**src/rtl/hilo_mdu.sv**
```systemverilog
// hilo_mdu: HI/LO architectural registers plus a multi-cycle multiply/divide
// engine for the EX stage.
//
// state | meaning
// ------+---------------------------------------------------------------
// IDLE  | waiting for an op; MTHI/MTLO write in one cycle
// MUL   | product settling for MUL_LAT cycles, commits {hi,lo} on the last
// DIV   | restoring divide, one quotient bit per cycle for WIDTH cycles
// DONE  | results committed, done_o high, start_i ignored
//
// Ports:
//   clk, rst        clock, asynchronous active-high reset
//   start_i, op_i   valid EX-stage op and its encoding
//   a_i, b_i        rs / rt operands
//   flushE          squash the EX-stage instruction (aborts MUL/DIV)
//   stall_o         combinational pipeline hold
//   done_o          registered, high for the DONE cycle
//   hi_o, lo_o      HI / LO registers
module hilo_mdu #(
  parameter int WIDTH   = 32,
  parameter int MUL_LAT = 2
) (
  input  logic             clk,
  input  logic             rst,
  input  logic             start_i,
  input  logic [2:0]       op_i,
  input  logic [WIDTH-1:0] a_i,
  input  logic [WIDTH-1:0] b_i,
  input  logic             flushE,
  output logic             stall_o,
  output logic             done_o,
  output logic [WIDTH-1:0] hi_o,
  output logic [WIDTH-1:0] lo_o
);

  localparam int CMAX = (WIDTH > MUL_LAT) ? WIDTH : MUL_LAT;
  localparam int CW   = $clog2(CMAX) + 1;

  localparam logic [CW-1:0] MUL_LAST = CW'(MUL_LAT - 1);
  localparam logic [CW-1:0] DIV_LAST = CW'(WIDTH - 1);

  localparam logic [2:0] OP_MULT  = 3'd1;
  localparam logic [2:0] OP_MULTU = 3'd2;
  localparam logic [2:0] OP_DIV   = 3'd3;
  localparam logic [2:0] OP_DIVU  = 3'd4;
  localparam logic [2:0] OP_MTHI  = 3'd5;
  localparam logic [2:0] OP_MTLO  = 3'd6;

  typedef enum logic [1:0] {S_IDLE, S_MUL, S_DIV, S_DONE} state_t;

  state_t            state_q, state_d;
  logic [CW-1:0]     cnt;
  logic [WIDTH-1:0]  hi, lo;
  logic              done_q;

  // opa: multiplicand, or original dividend (needed for divide-by-zero)
  // opb: multiplier, or divisor magnitude
  // quo: dividend magnitude shifting out as quotient bits shift in
  logic [WIDTH-1:0]  opa, opb, quo, rem;
  logic              mul_sgn, neg_q, neg_r;

  logic              is_mul, is_div, sdiv;
  logic [WIDTH-1:0]  a_abs, b_abs;

  logic [2*WIDTH-1:0] mul_a_ext, mul_b_ext, product;

  logic [WIDTH:0]    rem_sh, diff;
  logic              q_bit;
  logic [WIDTH-1:0]  rem_n, quo_n, q_fix, r_fix;

  assign is_mul = (op_i == OP_MULT) || (op_i == OP_MULTU);
  assign is_div = (op_i == OP_DIV)  || (op_i == OP_DIVU);
  assign sdiv   = (op_i == OP_DIV);

  assign a_abs = (sdiv && a_i[WIDTH-1]) ? -a_i : a_i;
  assign b_abs = (sdiv && b_i[WIDTH-1]) ? -b_i : b_i;

  assign mul_a_ext = {{WIDTH{mul_sgn & opa[WIDTH-1]}}, opa};
  assign mul_b_ext = {{WIDTH{mul_sgn & opb[WIDTH-1]}}, opb};
  assign product   = mul_a_ext * mul_b_ext;

  // One restoring step; rem < divisor always, so WIDTH+1 bits hold the shift.
  assign rem_sh = {rem, quo[WIDTH-1]};
  assign diff   = rem_sh - {1'b0, opb};
  assign q_bit  = ~diff[WIDTH];
  assign rem_n  = q_bit ? diff[WIDTH-1:0] : rem_sh[WIDTH-1:0];
  assign quo_n  = {quo[WIDTH-2:0], q_bit};
  assign q_fix  = neg_q ? -quo_n : quo_n;
  assign r_fix  = neg_r ? -rem_n : rem_n;

  always_comb begin
    state_d = state_q;
    stall_o = 1'b0;
    case (state_q)
      S_IDLE: begin
        if (start_i && !flushE) begin
          if (is_mul) begin
            state_d = S_MUL;
            stall_o = 1'b1;
          end else if (is_div) begin
            state_d = S_DIV;
            stall_o = 1'b1;
          end
        end
      end
      S_MUL: begin
        if (flushE) begin
          state_d = S_IDLE;
        end else begin
          stall_o = 1'b1;
          if (cnt == MUL_LAST) state_d = S_DONE;
        end
      end
      S_DIV: begin
        if (flushE) begin
          state_d = S_IDLE;
        end else begin
          stall_o = 1'b1;
          if (cnt == DIV_LAST) state_d = S_DONE;
        end
      end
      S_DONE:  state_d = S_IDLE;
      default: state_d = S_IDLE;
    endcase
    if (rst) stall_o = 1'b0;
  end

  always_ff @(posedge clk or posedge rst) begin
    if (rst) begin
      state_q <= S_IDLE;
      cnt     <= '0;
      hi      <= '0;
      lo      <= '0;
      done_q  <= 1'b0;
      opa     <= '0;
      opb     <= '0;
      quo     <= '0;
      rem     <= '0;
      mul_sgn <= 1'b0;
      neg_q   <= 1'b0;
      neg_r   <= 1'b0;
    end else begin
      state_q <= state_d;
      done_q  <= (state_d == S_DONE);
      case (state_q)
        S_IDLE: begin
          cnt <= '0;
          if (start_i && !flushE) begin
            case (op_i)
              OP_MTHI: hi <= a_i;
              OP_MTLO: lo <= a_i;
              OP_MULT, OP_MULTU: begin
                opa     <= a_i;
                opb     <= b_i;
                mul_sgn <= (op_i == OP_MULT);
              end
              OP_DIV, OP_DIVU: begin
                opa   <= a_i;
                opb   <= b_abs;
                quo   <= a_abs;
                rem   <= '0;
                neg_q <= sdiv & (a_i[WIDTH-1] ^ b_i[WIDTH-1]);
                neg_r <= sdiv & a_i[WIDTH-1];
              end
              default: ;
            endcase
          end
        end
        S_MUL: begin
          cnt <= cnt + CW'(1);
          if (!flushE && cnt == MUL_LAST) {hi, lo} <= product;
        end
        S_DIV: begin
          cnt <= cnt + CW'(1);
          if (!flushE) begin
            quo <= quo_n;
            rem <= rem_n;
            if (cnt == DIV_LAST) begin
              if (opb == '0) begin
                lo <= '1;
                hi <= opa;
              end else begin
                lo <= q_fix;
                hi <= r_fix;
              end
            end
          end
        end
        default: cnt <= '0;
      endcase
    end
  end

  assign done_o = done_q;
  assign hi_o   = hi;
  assign lo_o   = lo;

endmodule

```
**config.mk**
```make
export PLATFORM = sky130hd
export DESIGN_NAME = hilo_mdu
export DESIGN_NICKNAME = d
export VERILOG_FILES = /design/src/rtl/hilo_mdu.sv
export SDC_FILE = /design/constraint.sdc
export NUM_CORES = 2
export LEC_CHECK = 0
export CORE_UTILIZATION = 30
export DETAILED_ROUTE_END_ITERATION = 10
export SYNTH_ARGS = -nofsm -noshare
export SYNTH_HDL_FRONTEND = slang
export SYNTH_SLANG_ARGS = --single-unit
```
**constraint.sdc**
```tcl
create_clock -name clk -period 12.2 [get_ports clk]
set_input_delay 2.44 -clock clk [delete_from_list [all_inputs] [get_ports clk]]
set_output_delay 2.44 -clock clk [all_outputs]
set_load 0.05 [all_outputs]
```
-- After elaboration in Yosys (flattened, before gate mapping)
Index checks and enable logic that the tools add are counted.
- mux-type cells: 43
- reduce and logical (&&, ||, !) cells: 23
- multipliers: 1
- bitwise gates (word level): 6
- eq/ne operators: 19
- add/subtract/negate cells: 6
- operators with widths (operator ; count):
    $mux 32 ; 23
    $pmux 32 s2 ; 3
    $pmux 32 s3 ; 2
    $neg 32->32 ; 4
    $mul 33x33->64 ; 1
    $sub 33x32->33 ; 1
    $logic_not 32->1 ; 1
    $mux 2 ; 7
    $reduce_and 3->1 ; 4
    $reduce_and 6->1 ; 2
    $ne 2x2->1 const B ; 5
    $eq 3x3->1 const B ; 3
    $pmux 2 s4 ; 1
    $add 6x1->6 const B ; 1
    $eq 2x2->1 const B ; 3
    $eq 3x2->1 const B ; 2
    $eq 6x1->1 const B ; 1
    $eq 6x5->1 const B ; 1
    $mux 6 ; 1
    $reduce_or 2->1 ; 3
    $mux 1 ; 5
    $and 1x1->1 ; 4
    $logic_and 1x1->1 ; 4
    $ne 2x1->1 const B ; 2
    12 further kinds ; 14
- register bits after elaboration: 204
- bits of input ports: 71
- output and inout bits: 66
- word-level logic and storage cells: 110

-- Depth between registers and ports, before layout
- word-level depth: 8
- gate-level depth with buffers: 33
- gate-level depth less buffers: 30

-- Worst setup path before layout
OpenSTA, ideal clock, no wires.
- kind: reg2reg
- start: reg opa[31]
- end: reg hi[29] (netlist: hi_o[29])
- library setup time: 0.119 ns
- cell stages (with the launch flop): 32
- path buffers: 2
- data arrival time: 7.985 ns
- setup slack: 4.096 ns
- data required time: 12.081 ns
- clock period less this slack: 8.104 ns
- path through: dfrtp_1 -> clkbuf_1 -> and2_1 -> clkbuf_1 -> nand2_1 -> inv_1 -> fa_1 -> inv_1 -> fa_1 -> inv_1 -> fa_1 -> fa_1 -> inv_1 -> fa_1 -> inv_1 -> fa_1 -> inv_1 -> fa_1 -> fa_1 -> inv_1 -> ha_1 -> inv_1 -> o21bai_1 -> a21o_1 -> a21o_1 -> a21oi_1 -> a31oi_1 -> a211o_1 -> a21oi_1 -> nor4b_1 -> a41o_1 -> o21a_1
- longest elaborated chain between the ends: 4
- RTL lines (element ; line ; text):
    start, declared ; 59 ; logic [WIDTH-1:0] opa, opb, quo, rem;
    start signal, assigned ; 153 ; opa <= a_i;
    start signal, assigned ; 158 ; opa <= a_i;
    $and 1x1->1 ; 78 ; assign mul_a_ext = {{WIDTH{mul_sgn & opa[WIDTH-1]}}, opa};
    $mul 33x33->64 (*) ; 80 ; assign product = mul_a_ext * mul_b_ext;
    $mux 32 (*) ; 171 ; if (!flushE && cnt == MUL_LAST) {hi, lo} <= product;
    $pmux 32 s3 (*) ; 145 ; case (state_q)
    end signal, assigned ; 150 ; OP_MTHI: hi <= a_i;
    end signal, assigned ; 171 ;
    end signal, assigned ; 181 ; hi <= opa;
    end, declared ; 53 ; logic [WIDTH-1:0] hi, lo;
Mark *: on every way between the ends. The rest lies on a longest branch, timed or not. The select of a mux whose other input is x is not followed.
A chain may end at the register's enable or synchronous reset.

-- Worst setup path after layout
- start: reg mul_sgn
- end: reg hi[31] (netlist: hi_o[31])
- longest elaborated chain between the ends: 4
- elaborated cells on any way between the ends: 5
- classes of those cells: mul: 1; mux: 2; bitwise: 2
- RTL lines (element ; line ; text):
    start, declared ; 60 ; logic mul_sgn, neg_q, neg_r;
    start signal, assigned ; 155 ; mul_sgn <= (op_i == OP_MULT);
    $and 1x1->1 (on tied branches) ; 78, 79 ;
    $mul 33x33->64 (*) ; 80 ;
    $mux 32 (*) ; 171 ;
    $pmux 32 s3 (*) ; 145 ;
Marks and branches as above.

==> flow_summary.toml <==
[routing]
post_drt_wl_per_cell_um = 20.3
drt_iter0_markers = 3591
first_pass_iters = 6
routed_wl_um = 165000
num_vias = 41000
antenna_left = 0
drc = 0
via_per_inst = 5.04

[global_route]
antenna_found_initial = 6
grtUsageTotal_pct = 19.1
grt_pass1_wl_um = 259000
grt_max_degree = 139
overflow = 0
grt_pass1_vias = 42700

[floorplan]
fp.dieW_um = 419
die_area_um2 = 176000
num_rows = 152
die_y_um = 419
core_area_um2 = 172000
io_pins = 137
initial_core_util_pct = 30.3

[placement]
io_buffers = 136
gp_congestion = 0.950
dp_hpwl_um = 128000

[final_layout]
area_growth_pct = 8.28
drive_above_1_share_pct = 3.61
layout.nets = 7262

[worst_setup_path]
crit_path_start_kind = "flip-flop"
critPathMaxStageDelay_ps = 1080
critical_path_class = "flip-flop to flip-flop"
required_ps = 12660
arrival_ps = 10710
endpoint_kind = "flip-flop"
critPathSlowestCell = "dfrtp_1"
cp_max_fo = 23
crit_top_cell = "fa_1"

[run_status]
outcome = "finished, final reports clean"

[synthesis]
syn-num-nets = 7386
postSynthCellCount = 5935
ys.warnings.count = 0
ys.flop_type = "dfrtp_1"
synth-seq-cells = 204
ys_seq_area_share_pct = 9.78
synth_cell_types = 84
synth_area_um2 = 52200
avgSynthCellArea_um2 = 8.80
async_flop_share_pct = 100
synth_edf_count = 0

[sta]
final.period_utilization_pct = 84.0
fmax_ghz = 0.0976
worstMarginPinSlew_ps = 1330
finalClockSkew_ps = 20.6
drv_slew = 0
fin_setup_tns_ps = 0
hold_viol_final = 0
period_minus_slack_ps = 10250
rsz0062_at_grt = "false"
relSlewSlack_pct = 11.2
finalSetupViolCount = 0

[cts]
clk_path_buf_depth = 3
path_clk_slew_ps = 60
cts_tree = "built"
clk_latency_ps = 560
cts_htree_levels = 1
cts_buffers = 25
cts_hold_buffers = 0
root_buffer = "clkbuf_16"
post-cts-setup-buffers = 0
cts_sinks = 204
cts_resized = 0

[min_path]
hold_path_class = "flip-flop to flip-flop"

[run]
drv_cap = 0
final cells by class:
| cell class | count | area (um^2) |
|---|---|---|
| Antenna cell | 1 | 2.50 |
| Clock buffer | 34 | 699 |
| Clock inverter | 6 | 86.3 |
| Fill cell | 18000 | 116000 |
| Inverter | 1188 | 4470 |
| Multi-Input combinational cell | 4169 | 41300 |
| Sequential cell | 204 | 5110 |
| Tap cell | 2310 | 2890 |
| Timing Repair Buffer | 223 | 2010 |
worst max-delay path, delay by kind of cell, from the launching register on:
family	cells	cell delay (ps)
AND/OR/NAND/NOR	6	1600
AO/OA/AOI/OAI	6	1720
buffers and inverters	6	890
adder cells (fa/ha/maj)	9	4650
flip-flops	1	1080
XOR/XNOR	1	160
kinds of logic after synthesis:
group / after synthesis / synth area share, %
and+or+nand+nor: 1771 / 15.8
buffers and inverters: 1562 / 11.3
adders and majority gates: 1380 / 49.3
AOI/OAI and AO/OA: 748 / 9.17
xor gates and xnor gates: 210 / 3.52
DFF: 204 / 9.78
muxes: 60 / 1.23
placed cells by master, fill, tap and decap left out, drive strengths merged, types with 35 or more instances in the layout:
master / n
inv: 1187
fa: 1126
nand2: 931
and2: 361
ha: 254
a21oi: 216
nor2: 207
dfrtp: 204
o21ai: 196
clkdlybuf4s50: 136
xnor2: 133
buf: 87
xor2: 77
o31ai: 57
a21o: 51
a221oi: 49
nor3: 37
and3: 36
nand3: 35
mux2: 35
metal layers:
layer	part of all wire (%)	vias up	GRT usage (%)	wire (um)
met2	47	1561	31.0	77200
met4	5.2	2	8.28	8570
met3	6.8	270	1.86	11200
li1	-	17800	-	-
met5	0.0079	-	0	13
met1	41	21400	26.0	68200
registers in the layout, summed over array words and instances, names as in the netlist:
| name | cells |
|---|---|
| cnt | 6 |
| done_o | 1 |
| hi_o | 32 |
| lo_o | 32 |
| mul_sgn | 1 |
| neg_q | 1 |
| neg_r | 1 |
| opa | 32 |
| opb | 32 |
| quo | 32 |
| rem | 32 |
| state_q | 2 |
final timing paths:
kind / startpoint / end / slack (ps) / cells past startpoint
worst max-delay path: mul_sgn$_DFFE_PP0P_ / hi_o[31]$_DFFE_PP0P_ / 1950 / 28
worst min-delay path: lo_o[8]$_DFFE_PP0P_ / lo_o[8]$_DFFE_PP0P_ / 480 / 2
worst max register to register: mul_sgn$_DFFE_PP0P_ / hi_o[31]$_DFFE_PP0P_ / 1950 / 28
worst min register to register: lo_o[8]$_DFFE_PP0P_ / lo_o[8]$_DFFE_PP0P_ / 480 / 2
max in group asynchronous: rst / opb[27]$_DFFE_PP0P_ / 7930 / 3
min in group asynchronous: rst / done_o$_DFF_PP0_ / 2540 / 2
per-stage QoR:
step                      instance area (um^2)  hold WS [ps]  setup slack (ps)  util (%)  instances
after floorplan                          52200           451              4100         -       5935
after global placement                   55700           462              2570      32.4       8094
after detailed placement                 55700           466              2180      32.4       8094
after CTS                                56500           479              2120      32.8       8134
after global routing                     56500           513              1490      32.8       8135
final                                    56500           482              1950      32.8       8135
Yosys cell counts (all sizes together) (7+ instances only):
| library cell | number | share of area [%] |
|---|---|---|
| o21ai | 196 | 1.9 |
| o31ai | 57 | 0.83 |
| o21a | 17 | 0.24 |
| nor2 | 207 | 1.5 |
| a221oi | 49 | 0.83 |
| o211ai | 15 | 0.22 |
| or3 | 31 | 0.37 |
| a21o | 51 | 0.73 |
| inv | 1187 | 8.5 |
| or2 | 22 | 0.26 |
| dfrtp | 204 | 9.8 |
| xor2 | 77 | 1.3 |
| nand3 | 35 | 0.34 |
| and3 | 36 | 0.43 |
| and2 | 361 | 4.3 |
| buf | 21 | 0.19 |
| o21bai | 7 | 0.10 |
| o311ai | 8 | 0.15 |
| a21oi | 216 | 2.1 |
| nand4 | 16 | 0.19 |
| or4 | 18 | 0.27 |
| nand2b | 23 | 0.28 |
| xnor2 | 133 | 2.2 |
| a31oi | 25 | 0.30 |
| nor2b | 14 | 0.17 |
| clkbuf | 353 | 2.5 |
| nand2 | 931 | 6.7 |
| mux2 | 35 | 0.75 |
| o41ai | 14 | 0.25 |
| nor3 | 37 | 0.38 |
| a211oi | 25 | 0.37 |
| ha | 254 | 6.1 |
| mux2i | 25 | 0.48 |
| fa | 1126 | 43 |
| nor4 | 22 | 0.28 |
Power is left out: the tool's default activity adds up to more than one toggle a clock period on the data nets, which glitch-free logic cannot reach.
